## src/rtl/hssl_rx_link_mon.sv

```systemverilog
// rtl/hssl_rx_link_mon.sv - HSSL receive link monitor: word classification, lock FSM, 2-entry output buffer, stats (HSSL_RX_MON_STATS_EN)
module hssl_rx_link_mon #(
    parameter int SYNC_CNT     = 16,
    parameter int ERR_THRESH   = 4,
    parameter int ERR_WIN_LOG2 = 8
) (
    input  logic        clk,
    input  logic        reset,
    input  logic [31:0] rx_data_in,
    input  logic [3:0]  rx_charisk_in,
    input  logic [3:0]  rx_disperr_in,
    input  logic [3:0]  rx_encerr_in,
    input  logic        rx_bufstatus_in,
    input  logic        clear_cnts_in,
    output logic [31:0] dat_out,
    output logic        vld_out,
    input  logic        rdy_in,
    output logic        locked_out,
    output logic [15:0] err_cnt_out,
    output logic [15:0] drop_cnt_out
);

    typedef enum logic [1:0] {HUNT, CHECK, LOCKED} state_t;

    logic [31:0]             rx_data_q;
    logic [3:0]              rx_charisk_q;
    logic [3:0]              rx_disperr_q;
    logic [3:0]              rx_encerr_q;
    logic                    rx_bufstatus_q;

    state_t                  state;
    logic [7:0]              idle_cnt;
    logic [7:0]              win_err;
    logic [7:0]              win_err_nxt;
    logic [ERR_WIN_LOG2-1:0] win_pos;

    logic                    is_err;
    logic                    is_idle;
    logic                    is_data;
    logic                    push;
    logic                    pop;
    logic                    drop;

    logic [31:0]             buf1_data;
    logic                    buf1_vld;

    // Capture the transceiver outputs once before any decision is made on them
    always_ff @(posedge clk or posedge reset) begin
        if (reset) begin
            rx_data_q      <= '0;
            rx_charisk_q   <= '0;
            rx_disperr_q   <= '0;
            rx_encerr_q    <= '0;
            rx_bufstatus_q <= 1'b0;
        end else begin
            rx_data_q      <= rx_data_in;
            rx_charisk_q   <= rx_charisk_in;
            rx_disperr_q   <= rx_disperr_in;
            rx_encerr_q    <= rx_encerr_in;
            rx_bufstatus_q <= rx_bufstatus_in;
        end
    end

    // Classify the registered word; a K flag anywhere but a byte-0 comma is a framing error
    always_comb begin
        is_idle = 1'b0;
        is_data = 1'b0;
        is_err  = (|rx_disperr_q) || (|rx_encerr_q) || rx_bufstatus_q;
        if (!is_err) begin
            if (rx_charisk_q == 4'b0001 && rx_data_q[7:0] == 8'hBC)
                is_idle = 1'b1;
            else if (rx_charisk_q == 4'b0000)
                is_data = 1'b1;
            else
                is_err = 1'b1;
        end
    end

    // Windowed error count: an error landing on the wrap opens the new window at 1
    always_comb begin
        win_err_nxt = win_err + {7'd0, is_err};
        if (win_pos == {ERR_WIN_LOG2{1'b1}})
            win_err_nxt = {7'd0, is_err};
    end

    assign push = (state == LOCKED) && is_data;
    assign pop  = vld_out && rdy_in;
    assign drop = push && vld_out && buf1_vld && !pop;

    // Lock acquisition and tracking with registered locked_out
    always_ff @(posedge clk or posedge reset) begin
        if (reset) begin
            state      <= HUNT;
            locked_out <= 1'b0;
            idle_cnt   <= '0;
            win_err    <= '0;
            win_pos    <= '0;
        end else begin
            case (state)
                HUNT: begin
                    if (is_idle) begin
                        state    <= CHECK;
                        idle_cnt <= 8'd1;
                    end
                end
                CHECK: begin
                    if (!is_idle) begin
                        state    <= HUNT;
                        idle_cnt <= '0;
                    end else if (idle_cnt + 8'd1 == 8'(SYNC_CNT)) begin
                        state      <= LOCKED;
                        locked_out <= 1'b1;
                        idle_cnt   <= '0;
                        win_err    <= '0;
                        win_pos    <= '0;
                    end else begin
                        idle_cnt <= idle_cnt + 8'd1;
                    end
                end
                LOCKED: begin
                    win_pos <= win_pos + 1'b1;
                    win_err <= win_err_nxt;
                    if (win_err_nxt >= 8'(ERR_THRESH)) begin
                        state      <= HUNT;
                        locked_out <= 1'b0;
                    end
                end
                default: begin
                    state      <= HUNT;
                    locked_out <= 1'b0;
                end
            endcase
        end
    end

    // Two-entry buffer; the head entry drives dat_out/vld_out directly
    always_ff @(posedge clk or posedge reset) begin
        if (reset) begin
            dat_out   <= '0;
            vld_out   <= 1'b0;
            buf1_data <= '0;
            buf1_vld  <= 1'b0;
        end else if (pop) begin
            if (buf1_vld) begin
                dat_out  <= buf1_data;
                vld_out  <= 1'b1;
                buf1_vld <= push;
                if (push)
                    buf1_data <= rx_data_q;
            end else begin
                vld_out <= push;
                if (push)
                    dat_out <= rx_data_q;
            end
        end else if (push) begin
            if (!vld_out) begin
                vld_out <= 1'b1;
                dat_out <= rx_data_q;
            end else if (!buf1_vld) begin
                buf1_vld  <= 1'b1;
                buf1_data <= rx_data_q;
            end
        end
    end

`ifdef HSSL_RX_MON_STATS_EN
    logic [15:0] err_cnt;
    logic [15:0] drop_cnt;

    // Saturating statistics; clear wins over a coincident increment
    always_ff @(posedge clk or posedge reset) begin
        if (reset) begin
            err_cnt  <= '0;
            drop_cnt <= '0;
        end else if (clear_cnts_in) begin
            err_cnt  <= '0;
            drop_cnt <= '0;
        end else begin
            if (is_err && err_cnt != 16'hFFFF)
                err_cnt <= err_cnt + 16'd1;
            if (drop && drop_cnt != 16'hFFFF)
                drop_cnt <= drop_cnt + 16'd1;
        end
    end

    assign err_cnt_out  = err_cnt;
    assign drop_cnt_out = drop_cnt;
`else
    logic unused_stats;
    assign unused_stats = ^{clear_cnts_in, drop};
    assign err_cnt_out  = '0;
    assign drop_cnt_out = '0;
`endif

endmodule

```

## config.mk

```make
export PLATFORM = sky130hd
export DESIGN_NAME = hssl_rx_link_mon
export DESIGN_NICKNAME = d
export VERILOG_FILES = /design/src/rtl/hssl_rx_link_mon.sv
export SDC_FILE = /design/constraint.sdc
export NUM_CORES = 1
export LEC_CHECK = 0
export CAP_MARGIN = 0
export CORE_ASPECT_RATIO = 1.75
export CORE_MARGIN = 2
export CORE_UTILIZATION = 35
export CTS_CLUSTER_DIAMETER = 30
export CTS_CLUSTER_SIZE = 10
export DETAILED_ROUTE_END_ITERATION = 6
export SLEW_MARGIN = 5
export SYNTH_ARGS = -nofsm -noshare
export SYNTH_HDL_FRONTEND = slang
export SYNTH_SLANG_ARGS = --single-unit
export TNS_END_PERCENT = 10
```

## constraint.sdc

```tcl
create_clock -name clk -period 5.05 [get_ports clk]
set_input_delay 0.505 -clock clk [delete_from_list [all_inputs] [get_ports clk]]
set_output_delay 0.505 -clock clk [all_outputs]
set_load 0.05 [all_outputs]
```

=== Yosys cells after proc, flatten, opt, wreduce, memory -nomap -nowiden ===
Index checks and enable logic that the tools add are counted.

* Output and inout bits: 66
* Flip-flop bits (word level): 138
* Memory bits (read-only): 0
* Bits in latches: 0
* Memories kept: 0
* RAM bits: 0
* Logic and storage cells: 98

* Shifts and indexed selects: 0
* Eq/ne operators: 15
* Div/mod/pow operators: 0
* Reductions and logical operators: 21
* $add $sub $neg: 3
* Bitwise operators: 1
* Muxes and demuxes: 43
* Order comparisons: 1
* Multipliers: 0

{| class="wikitable"
|+ Operators with widths
! kind !! count
|-
| two-way mux 32 bit || 10
|-
| two-way mux 8 bit || 6
|-
| one-hot mux 8 bit (2 select lines) || 3
|-
| two-way mux 1 bit || 18
|-
| adder 8 x 1 -> 8 bit, second input constant || 2
|-
| == test 8 bit, second input constant || 2
|-
| inequality test 2 bit, second input constant || 5
|-
| nonzero test 2 bit || 5
|-
| AND reduction 3 bit || 3
|-
| adder 8 x 1 -> 8 bit || 1
|-
| == test 8 x 5 -> 1 bit, second input constant || 1
|-
| >= comparator 8 x 3 -> 1 bit, second input constant || 1
|-
| two-way mux 2 bit || 4
|-
| OR reduction 4 bit || 2
|-
| inequality test 2 x 1 -> 1 bit, second input constant || 3
|-
| one-hot mux 2 bit (3 select lines) || 1
|-
| AND reduction 5 bit || 1
|-
| == test 4 x 1 -> 1 bit, second input constant || 1
|-
| zero test 4 bit || 1
|-
| AND reduction 2 bit || 2
|-
| AND reduction 4 bit || 1
|-
| logical AND 1 bit || 3
|-
| inequality test 3 bit, second input constant || 1
|-
| one-hot mux 1 bit (3 select lines) || 1
|-
| other kinds (5) || 6
|}

=== Logic depth before layout (Yosys ltp) ===
Gate-level depths: netlist of run 1.

* Depth after elaboration: 9
* Depth in mapped cells: 11
* Depth with buffers taken out: 11

=== Worst setup path before layout of run 1 ===
No wires, ideal clock.

* Path kind: reg2reg
* Start: register rx_encerr_q[1]
* End: register locked_out
* Period minus slack after synthesis: 2.243 ns
* Arrival: 2.158 ns
* Buffers on the path: 0
* Stages on the path, launching flop included: 12
* Data required time: 4.964 ns
* Slack: 2.807 ns
* Path through: dfrtp_1 nor4_2 nand3_2 a21oi_1 inv_1 ha_1 ha_1 xnor2_1 nand4_1 a21oi_1 nand4_1 a32oi_1

* Cells in the longest elaborated chain, start to end: 9
* Elaborated cells on any way between the ends: 11
* Those cells by class: add/sub (1); order compare (1); eq/ne (2); mux (3); reduce/logical (4)

{| class="wikitable"
|+ Ends and longest elaborated chain
! what !! line !! RTL
|-
| start, declared || 28 || <nowiki>logic [3:0] rx_encerr_q;</nowiki>
|-
| start signal, assigned || 59 || <nowiki>rx_encerr_q <= rx_encerr_in;</nowiki>
|-
| OR reduction 4 bit * || 68 || <nowiki>is_err = (|rx_disperr_q) || (|rx_encerr_q) || rx_bufstatus_q;</nowiki>
|-
| logical OR 1 bit * (2 in series) || 68 ||
|-
| two-way mux 1 bit || 69 || <nowiki>if (!is_err) begin</nowiki>
|-
| adder 8 x 1 -> 8 bit || 81 || <nowiki>win_err_nxt = win_err + {7'd0, is_err};</nowiki>
|-
| two-way mux 8 bit || 82 || <nowiki>if (win_pos == {ERR_WIN_LOG2{1'b1}})</nowiki>
|-
| >= comparator 8 x 3 -> 1 bit || 123 || <nowiki>if (win_err_nxt >= 8'(ERR_THRESH)) begin</nowiki>
|-
| inequality test 2 x 1 -> 1 bit (no line) || n/a ||
|-
| AND reduction 4 bit (no line) * || n/a ||
|-
| end signal, assigned || 94 || <nowiki>locked_out <= 1'b0;</nowiki>
|-
| end signal, assigned || 125 || <nowiki>locked_out <= 1'b0;</nowiki>
|-
| end signal, assigned || 130 || <nowiki>locked_out <= 1'b0;</nowiki>
|-
| end, declared || 18 || <nowiki>output logic locked_out,</nowiki>
|}

Mark *: on every way between the ends. The rest lies on a longest branch, timed or not.
A chain may end at the register's enable or synchronous reset.

=== Worst setup path after layout of run 1 ===
* Start: register state[0]
* End: register buf1_data[9]

* Cells in the longest elaborated chain, start to end: 4
* Elaborated cells on any way between the ends: 5
* Those cells by class: eq/ne (2); reduce/logical (3)

{| class="wikitable"
|+ Ends and longest elaborated chain
! what !! line !! RTL
|-
| start, declared || 31 || <nowiki>state_t state;</nowiki>
|-
| start signal, assigned || 93 || <nowiki>state <= HUNT;</nowiki>
|-
| start signal, assigned || 102 || <nowiki>state <= CHECK;</nowiki>
|-
| start signal, assigned || 108 || <nowiki>state <= HUNT;</nowiki>
|-
| == test 2 bit * || 86 || <nowiki>assign push = (state == LOCKED) && is_data;</nowiki>
|-
| logical AND 1 bit * || 86 ||
|-
| inequality test 2 bit (no line) or nonzero test 2 bit (tied branches) || n/a ||
|-
| AND reduction 5 bit (no line) * || n/a ||
|-
| end signal, assigned || 149 || <nowiki>buf1_data <= rx_data_q;</nowiki>
|-
| end signal, assigned || 161 || <nowiki>buf1_data <= rx_data_q;</nowiki>
|-
| end, declared || 44 || <nowiki>logic [31:0] buf1_data;</nowiki>
|}

Marks and branches as above.

==> run metrics, run 1 <==
status complete, no violations; worst endpoint data arrival time between 3 and 4 ns; yosys warns 0; Layout Skew ~0.006 ns; drt wl/cell 14.3 um; maximum vdd drop about 0.16 mV; R2R depth 4; Die H 177 um; Tcrit/Tclk final about 56%; dpl ws ~2.2 ns; largest net degree at the start of global routing between 90 and 100; synthesis-to-finish area growth 25.5%; Overall Power approximately 2.5 mW; power per standard cell area around 330 nW/um^2; detailed-placement wirelength estimate about 7000 um; Vias 3,534; reg2reg setup slack ~2.2 ns; fmax 354 MHz; nets between 500 and 600; Clk pin slew, worst setup/hold paths roughly 0.060 ns; Die ar. around 18,000 um^2; CTS Buf Count 17; Gate power share roughly 5.0%; CTS tree yes; Final Setup Violations 0; Avg Synthesized Cell Area 13.8 um^2; num rows 63; first-pass GRT wire length roughly 19,000 um; largest area contributor in the netlist dfrtp_1; Skew-Pair Late Insertion Delay slightly above 0.4 ns; Cell Area, Synth roughly 6000 um^2; core area 16,900 um^2; setup TNS 0 ns; Max-Cap Viols 0; CP Class reg -> reg; Unique masters post-synth 48; clock sink total ~140; crit-path max FO 32; Synth async-reset ratio 100%; Post-Route WL approximately 11,000 um; Die Wd between 100 and 150 um; total grt overflow 0; Critical Path End Type flop; crit-path max cell delay slightly below 0.8 ns; ant diodes 0; Post-DP Area just under 7000 um^2; GRT Total Usage between 10% and 20%; clock tree buffer depth 2; Primary FF master, synth dfrtp_1; clock root buffer clkbuf_16; critical-path cell list nand2b_1, nor3_4, nand4_4, mux2_4; DRC 0; sw power 0.544 mW; Fin. Hold Viols 0; post-synth top area share between 50 and 60%; cell count along the critical path 4; max_slew headroom between 30% and 40%; RSZ-0062 raised after global routing no; Clock power frac between 40% and 50%; drt first-iter violations 131; Starting Density a little over a third; hold-critical path depth 1; fraction of power consumed by sequential logic 45.2%; Slew Viols, Final 0; Sequential Area ~3500 um^2; hold_buf cts 0; HP Class reg -> reg; worst path required time about 5.3 ns; antenna violations before repair 0; final setup margin about 2.2 ns; nature of the critical path startpoint flop; area of the multi-input gates 2300 um^2; Antenna Nets Post-Route 0; WHS just under 0.5 ns; fin crit period approximately 2.8 ns; Sw Ratio between 20% and 30%; Yosys reg bits 138; Worst-Margin Slew a little over 0.9 ns; Internal 1.96 mW; Synth area leaders dfrtp_1 58%, mux2_2 11%, mux2_4 7.5%; EDFF count, synth 0; post-route cell area between 7000 and 8000 um^2; Crit-path slowest cell nand4_4; PortBufs 81; cell family with most CP delay simple AND/OR/NAND/NOR gates; Synth Instances about 430; via-per-instance ratio 4.64; Top Ports ~120; Post-CTS Setup Bufs 0; H-tree depth 4; worst path bufs/invs 0; DRT Pass-1 Iters 4; leakage 3.50 nW; layout cell share with drive strength beyond 1 about a quarter; post-synthesis sequential area ratio ~58%; post_cts resized 0; vias in the first global route ~3.8k; fillcell total around 1.6k; gpl congestion between 0.7 and 0.8
## routing by layer
layer / routed length [um] / up-vias / track usage (%) / part of all wire [%]
met5: 0 / - / 0 / 0
met4: 165 / 0 / 4.71 / 1.5
met3: 383 / 11 / 3.67 / 3.5
met2: 5880 / 84 / 23.0 / 54
met1: 4470 / 1788 / 15.2 / 41
li1: - / 1651 / - / -
## stage by stage
| step | util (%) | cells |
|---|---|---|
| after floorplan | - | 465 |
| after global placement | 40.9 | 730 |
| after detailed placement | 40.9 | 730 |
| after CTS | 44.4 | 761 |
| after global routing | 44.4 | 761 |
| final | 44.4 | 761 |
## cells by family after synthesis
kind of cell               Yosys count  share of synthesized area (%)
DFF                                138                           57.8
muxes                               96                           20.0
and+or+nand+nor                     92                           8.74
buffers and inverters               51                           5.97
AOI/OAI and AO/OA                   43                           5.28
xor gates and xnor gates             9                           1.32
adders and majority gates            4                          0.838
other                                1                         0.0628
## sequential cells by signal (all words and copies together) (netlist names), 4 cells and up
signal,cells
idle_cnt,8
buf1_data,32
rx_charisk_q,4
rx_encerr_q,4
rx_data_q,32
dat_out,32
win_pos,8
win_err,8
rx_disperr_q,4
## power groups by stage
stage / Clock [mW] / Combinational [mW] / Sequential [mW]
6_report: 1.25 / 0.126 / 1.13
2_1_floorplan: 0 / 0.101 / 1.15
4_1_cts: 1.29 / 0.129 / 1.13
3_3_place_gp: 0 / 0.127 / 1.15
5_1_grt: 1.34 / 0.138 / 1.14
3_5_place_dp: 0 / 0.128 / 1.15
## final cells by class
cell class,count,share of cell area (%)
inverters,6,0.367
well taps,227,3.79
clock buffers,19,6.04
repair buffers,83,11.0
flip-flops and latches,138,46.1
multi-input cells,276,30.7
clock inverters,12,1.99
## placed cells by master (no fill, tap or decap), types with 3 or more instances in the layout
master	netlist	final
a211o_1	4	4
nor4_2	3	3
and3_1	6	6
or3_1	4	4
nand2_1	17	16
ha_1	4	4
bufinv_16	0	3
nor2_1	16	16
a21oi_1	9	9
clkbuf_16	0	17
nor3_1	6	6
a31o_2	5	5
or2_2	3	3
xnor2_1	4	4
clkdlybuf4s50_1	0	81
and2_1	3	3
mux2_2	61	61
nand2b_1	6	6
a21o_1	3	3
xor2_1	5	5
mux2_4	30	30
inv_1	6	5
nand3_1	12	12
o21ai_0	7	7
conb_1	1	32
dfrtp_1	138	138
clkinvlp_4	0	4
clkinv_2	0	4
mux2_1	5	5
nand4_1	6	6
## Yosys cell counts, types with 7 or more instances
master	instances
mux2_4	30
nand3_1	12
o21ai_0	7
a21oi_1	9
nor2_1	16
clkbuf_1	7
buf_4	32
nand2_1	17
dfrtp_1	138
mux2_2	61
## path summary, 6_finish.rpt
| kind | from | endpoint |
|---|---|---|
| max | state[0] | buf1_data[9] |
| min in group asynchronous | reset | rx_charisk_q[0] |
| max reg2reg | state[0] | buf1_data[9] |
| max in group asynchronous | reset | rx_disperr_q[1] |
| min | rx_data_q[26] | buf1_data[26] |
| min reg2reg | rx_data_q[26] | buf1_data[26] |
Power figures use the tool's default switching activity.
==> inputs of run 2 (changes only) <==
- clock period: 5.05 -> 2.5 ns (I/O delays scaled with it)
==> run metrics, run 2 (synthesis results as in run 1) <==
clock sink total around 140; vias in the first global route ~3.8k; biggest regs buf1_data (32), dat_out (32), rx_data_q (32); GR peak layer met2; grt met1 use between 15 and 20%; drt wl/cell roughly 15 um; Clk pin slew, worst setup/hold paths about 0.06 ns; met2 Usage GRT between 20% and 30%; ant diodes 0; worst path required time between 2 and 3 ns; Tcrit/Tclk final a little over nine tenths; DRC 0; Final Util about 45%; largest net degree at the start of global routing 88; detailed-placement wirelength estimate around 7700 um; Critical Path End Type flop; commonest non-fill, non-tap cells in the layout 138 x dfrtp_1, 81 x clkdlybuf4s50_1, 61 x mux2_2; Die ar. between 15,000 and 20,000 um^2; Layout Skew around 0.0092 ns; final setup margin about 0.13 ns; DRT Pass-1 Iters 4; core area 16,900 um^2; leakage around 3.5 nW; fmax approximately 420 MHz; synthesis-to-finish area growth 27.6%; Worst-Margin Slew 0.763 ns; Antenna Nets Post-Route 0; clock root buffer clkbuf_16; maximum vdd drop between 0.3 and 0.4 mV; Post-Route WL about 11,000 um; Starting Density 35.4%; Max-Cap Viols 0; Sequential Area 3450 um^2; drt first-iter violations 119; total grt overflow 0; Top Ports between 100 and 150; first-pass GRT wire length around 19,000 um; Die Wd slightly above 100 um; Vias ~3.6k; CP Class reg -> reg; dpl ws about 0.0068 ns; H-tree depth 4; Post-DP Area 7000 um^2; PortBufs just over 80; crit-path max FO 5; worst endpoint data arrival time approximately 2.7 ns; layout cell share with drive strength beyond 1 between 20% and 30%; nature of the critical path startpoint flop; Final Setup Violations 0; fillcell total 1,543; antenna violations before repair 0; CTS Buf Count 17; clock tree buffer depth 2; GRT Total Usage between 10 and 15%; max_slew headroom 48.6%; post-route cell area ~7600 um^2; fin crit period between 2 and 2.5 ns; via-per-instance ratio 4.64; nets between 500 and 600; status complete, no violations; area of the multi-input gates around 2400 um^2; Slew Viols, Final 0; Fin. Hold Viols 0; Skew-Pair Late Insertion Delay 0.41 ns; num rows between 60 and 70; most common cell after layout, fill and taps aside dfrtp_1; met3 Use GR 3.59%; Die H between 150 and 200 um; CTS tree yes; power per standard cell area around 650 nW/um^2; HP Class in -> reg; gpl congestion around 0.73
run 2: layout make-up:
class / count / share of cell area [%]
sequential: 138 / 45.3
multi-input combinational: 276 / 30.9
timing repair buffer: 92 / 12.2
clock buffer: 21 / 6.30
tap: 227 / 3.73
clock inverter: 10 / 1.21
inverter: 6 / 0.345
run 2: power breakdown:
group / switching (mW) / internal (mW) / leakage, nW
clock: 0.930 / 1.47 / 0.273
sequential: 0.0215 / 2.27 / 1.82
combinational: 0.168 / 0.0907 / 1.45
run 2: worst max-delay path: stages, from the launching register on:
cell     delay [ns]
dfrtp_1        0.40
nor4_4         0.29
nand3_2        0.15
a21oi_2        0.15
inv_1          0.08
ha_4           0.18
and3_1         0.20
a211o_1        0.28
a21oi_1        0.17
nand4_1        0.15
a32oi_1        0.22
run 2: path summary, 6_finish.rpt:
kind	start	to	slack [ns]	cells after the start
max in group asynchronous	reset	rx_data_q[20]	1.65	3
min reg2reg	dat_out[25]	dat_out[25]	0.49	1
min	rx_data_in[8]	rx_data_q[8]	0.27	1
max reg2reg	rx_disperr_q[3]	locked_out	0.13	10
max	rx_disperr_q[3]	locked_out	0.13	10
min in group asynchronous	reset	win_pos[1]	0.34	3
run 2: per-layer routing:
metal / share of wire, % / up-vias
met5: 0 / -
met4: 2.0 / 0
met3: 4.2 / 19
met2: 54 / 93
met1: 40 / 1786
li1: - / 1677
run 2: repair_timing:
action                                  in CTS  in global routing
endpoints found under the setup margin       1                  7
pin swaps                                    0                  6
hold buffers                                 0                  0
buffers inserted                             0                  0
gates resized for setup                      1                  9
run 2: through the flow:
stage                     TNS [ns]  hold WS, ns  power, mW  instances
final                            0        0.274       4.95        770
after global routing      -0.00706        0.261       5.14        770
after CTS                        0        0.256       5.03        770
after detailed placement         0        0.478       2.59        739
after global placement           0        0.475       2.59        739
after floorplan                  0        0.281       2.53        465
==> inputs of run 3 (changes only) <==
- MAX_ROUTING_LAYER: unset -> met4
==> run metrics, run 3 (synthesis results as in run 1) <==
CTS Buf Count 17; Tcrit/Tclk final 94.8%; detailed-placement wirelength estimate just under 8000 um; worst path bufs/invs 1; layout cell share with drive strength beyond 1 between 20% and 30%; num rows 63; Starting Density between 30% and 40%; Die ar. ~18,000 um^2; synthesis-to-finish area growth 27.6%; via-per-instance ratio 4.60; Die Wd around 100 um; max_slew headroom around half; gpl congestion between 0.7 and 0.8; Top Ports 115; CTS tree yes; Max-Cap Viols 0; biggest regs buf1_data (32), dat_out (32), rx_data_q (32); Layout Skew roughly 0.0090 ns; ant diodes 0; DRT Pass-1 Iters 4; DRC 0; Skew-Pair Late Insertion Delay between 0.4 and 0.5 ns; commonest non-fill, non-tap cells in the layout 138 x dfrtp_1, 81 x clkdlybuf4s50_1, 61 x mux2_2; critical-path cell list nor4_4, nand3_2, a21oi_2, inv_1, ha_4, and3_1, a211o_1, a21oi_1, nand4_1, a32oi_1; hold_buf cts 0; WHS approximately 0.28 ns; H-tree depth 4; CP Class reg -> reg; Fin. Hold Viols 0; nature of the critical path startpoint flop; setup TNS 0 ns; drt wl/cell 14.8 um; maximum vdd drop around 0.31 mV; status complete, no violations; clock tree buffer depth 2; Layout Cells excl Fill 770; Critical Path End Type flop; Final Util between 40% and 50%; core area between 15,000 and 20,000 um^2; Worst-Margin Slew between 0.7 and 0.8 ns; Crit-path slowest cell dfrtp_1; Die H 177 um; fin crit period around 2.4 ns; largest net degree at the start of global routing around 90; crit-path max FO 5; HP Class in -> reg; total grt overflow 0; Clk pin slew, worst setup/hold paths about 0.060 ns; Final Setup Violations 0; leakage approximately 3.5 nW; GRT Total Usage between 10% and 20%; crit-path max cell delay roughly 0.4 ns; final setup margin between 0.1 and 0.15 ns; Vias between 3k and 4k; power per standard cell area 649 nW/um^2; drt first-iter violations between 100 and 150; Slew Viols, Final 0; Overall Power between 4 and 5 mW; most common cell after layout, fill and taps aside dfrtp_1; worst endpoint data arrival time ~2.7 ns; Post-DP Area around 7000 um^2; worst path required time roughly 2.8 ns; post-route cell area approximately 7600 um^2; DP Cell Count between 700 and 800; Post-Route WL roughly 11,000 um; antenna violations before repair 0; clock sink total around 140; nets 584; dpl ws between 0.006 and 0.007 ns; PortBufs between 80 and 90; fmax 422 MHz; Antenna Nets Post-Route 0; first-pass GRT wire length between 15,000 and 20,000 um; cell family with most CP delay compound AO/OA/AOI/OAI gates; vias in the first global route about 3.8k; clock root buffer clkbuf_16
-- run 3: timing repair --
action                     in CTS  in global routing
setup endpoints to repair       1                  7
setup buffers                   0                  0
pin swaps                       0                  6
gates resized for setup         1                  9
-- run 3: final timing paths --
check / startpoint / endpoint / slack [ns] / cells past startpoint
worst max-delay path: rx_disperr_q[3] / locked_out / 0.13 / 10
worst min-delay path: rx_charisk_in[1] / rx_charisk_q[1] / 0.28 / 1
worst max register to register: rx_disperr_q[3] / locked_out / 0.13 / 10
worst min register to register: dat_out[25] / dat_out[25] / 0.49 / 1
max in group asynchronous: reset / rx_data_q[20] / 1.66 / 3
min in group asynchronous: reset / win_pos[3] / 0.35 / 3
-- run 3: cell type report --
type                            count  area [um^2]
Sequential cell                   138         3450
Timing Repair Buffer               92          931
Inverter                            6         26.3
Fill cell                        1543         9250
Tap cell                          227          284
Clock buffer                       21          480
Clock inverter                     10         92.6
Multi-Input combinational cell    276         2350
-- run 3: power by group --
part | switching [mW] | internal, mW
sequential | 0.0216 | 2.27
clock | 0.929 | 1.47
combinational | 0.168 | 0.0907
-- run 3: metal layers --
layer	wire [um]	GRT usage, %
met5	0	-
met4	127	5.59
met2	6180	22.8
met3	454	3.55
met1	4610	15.8
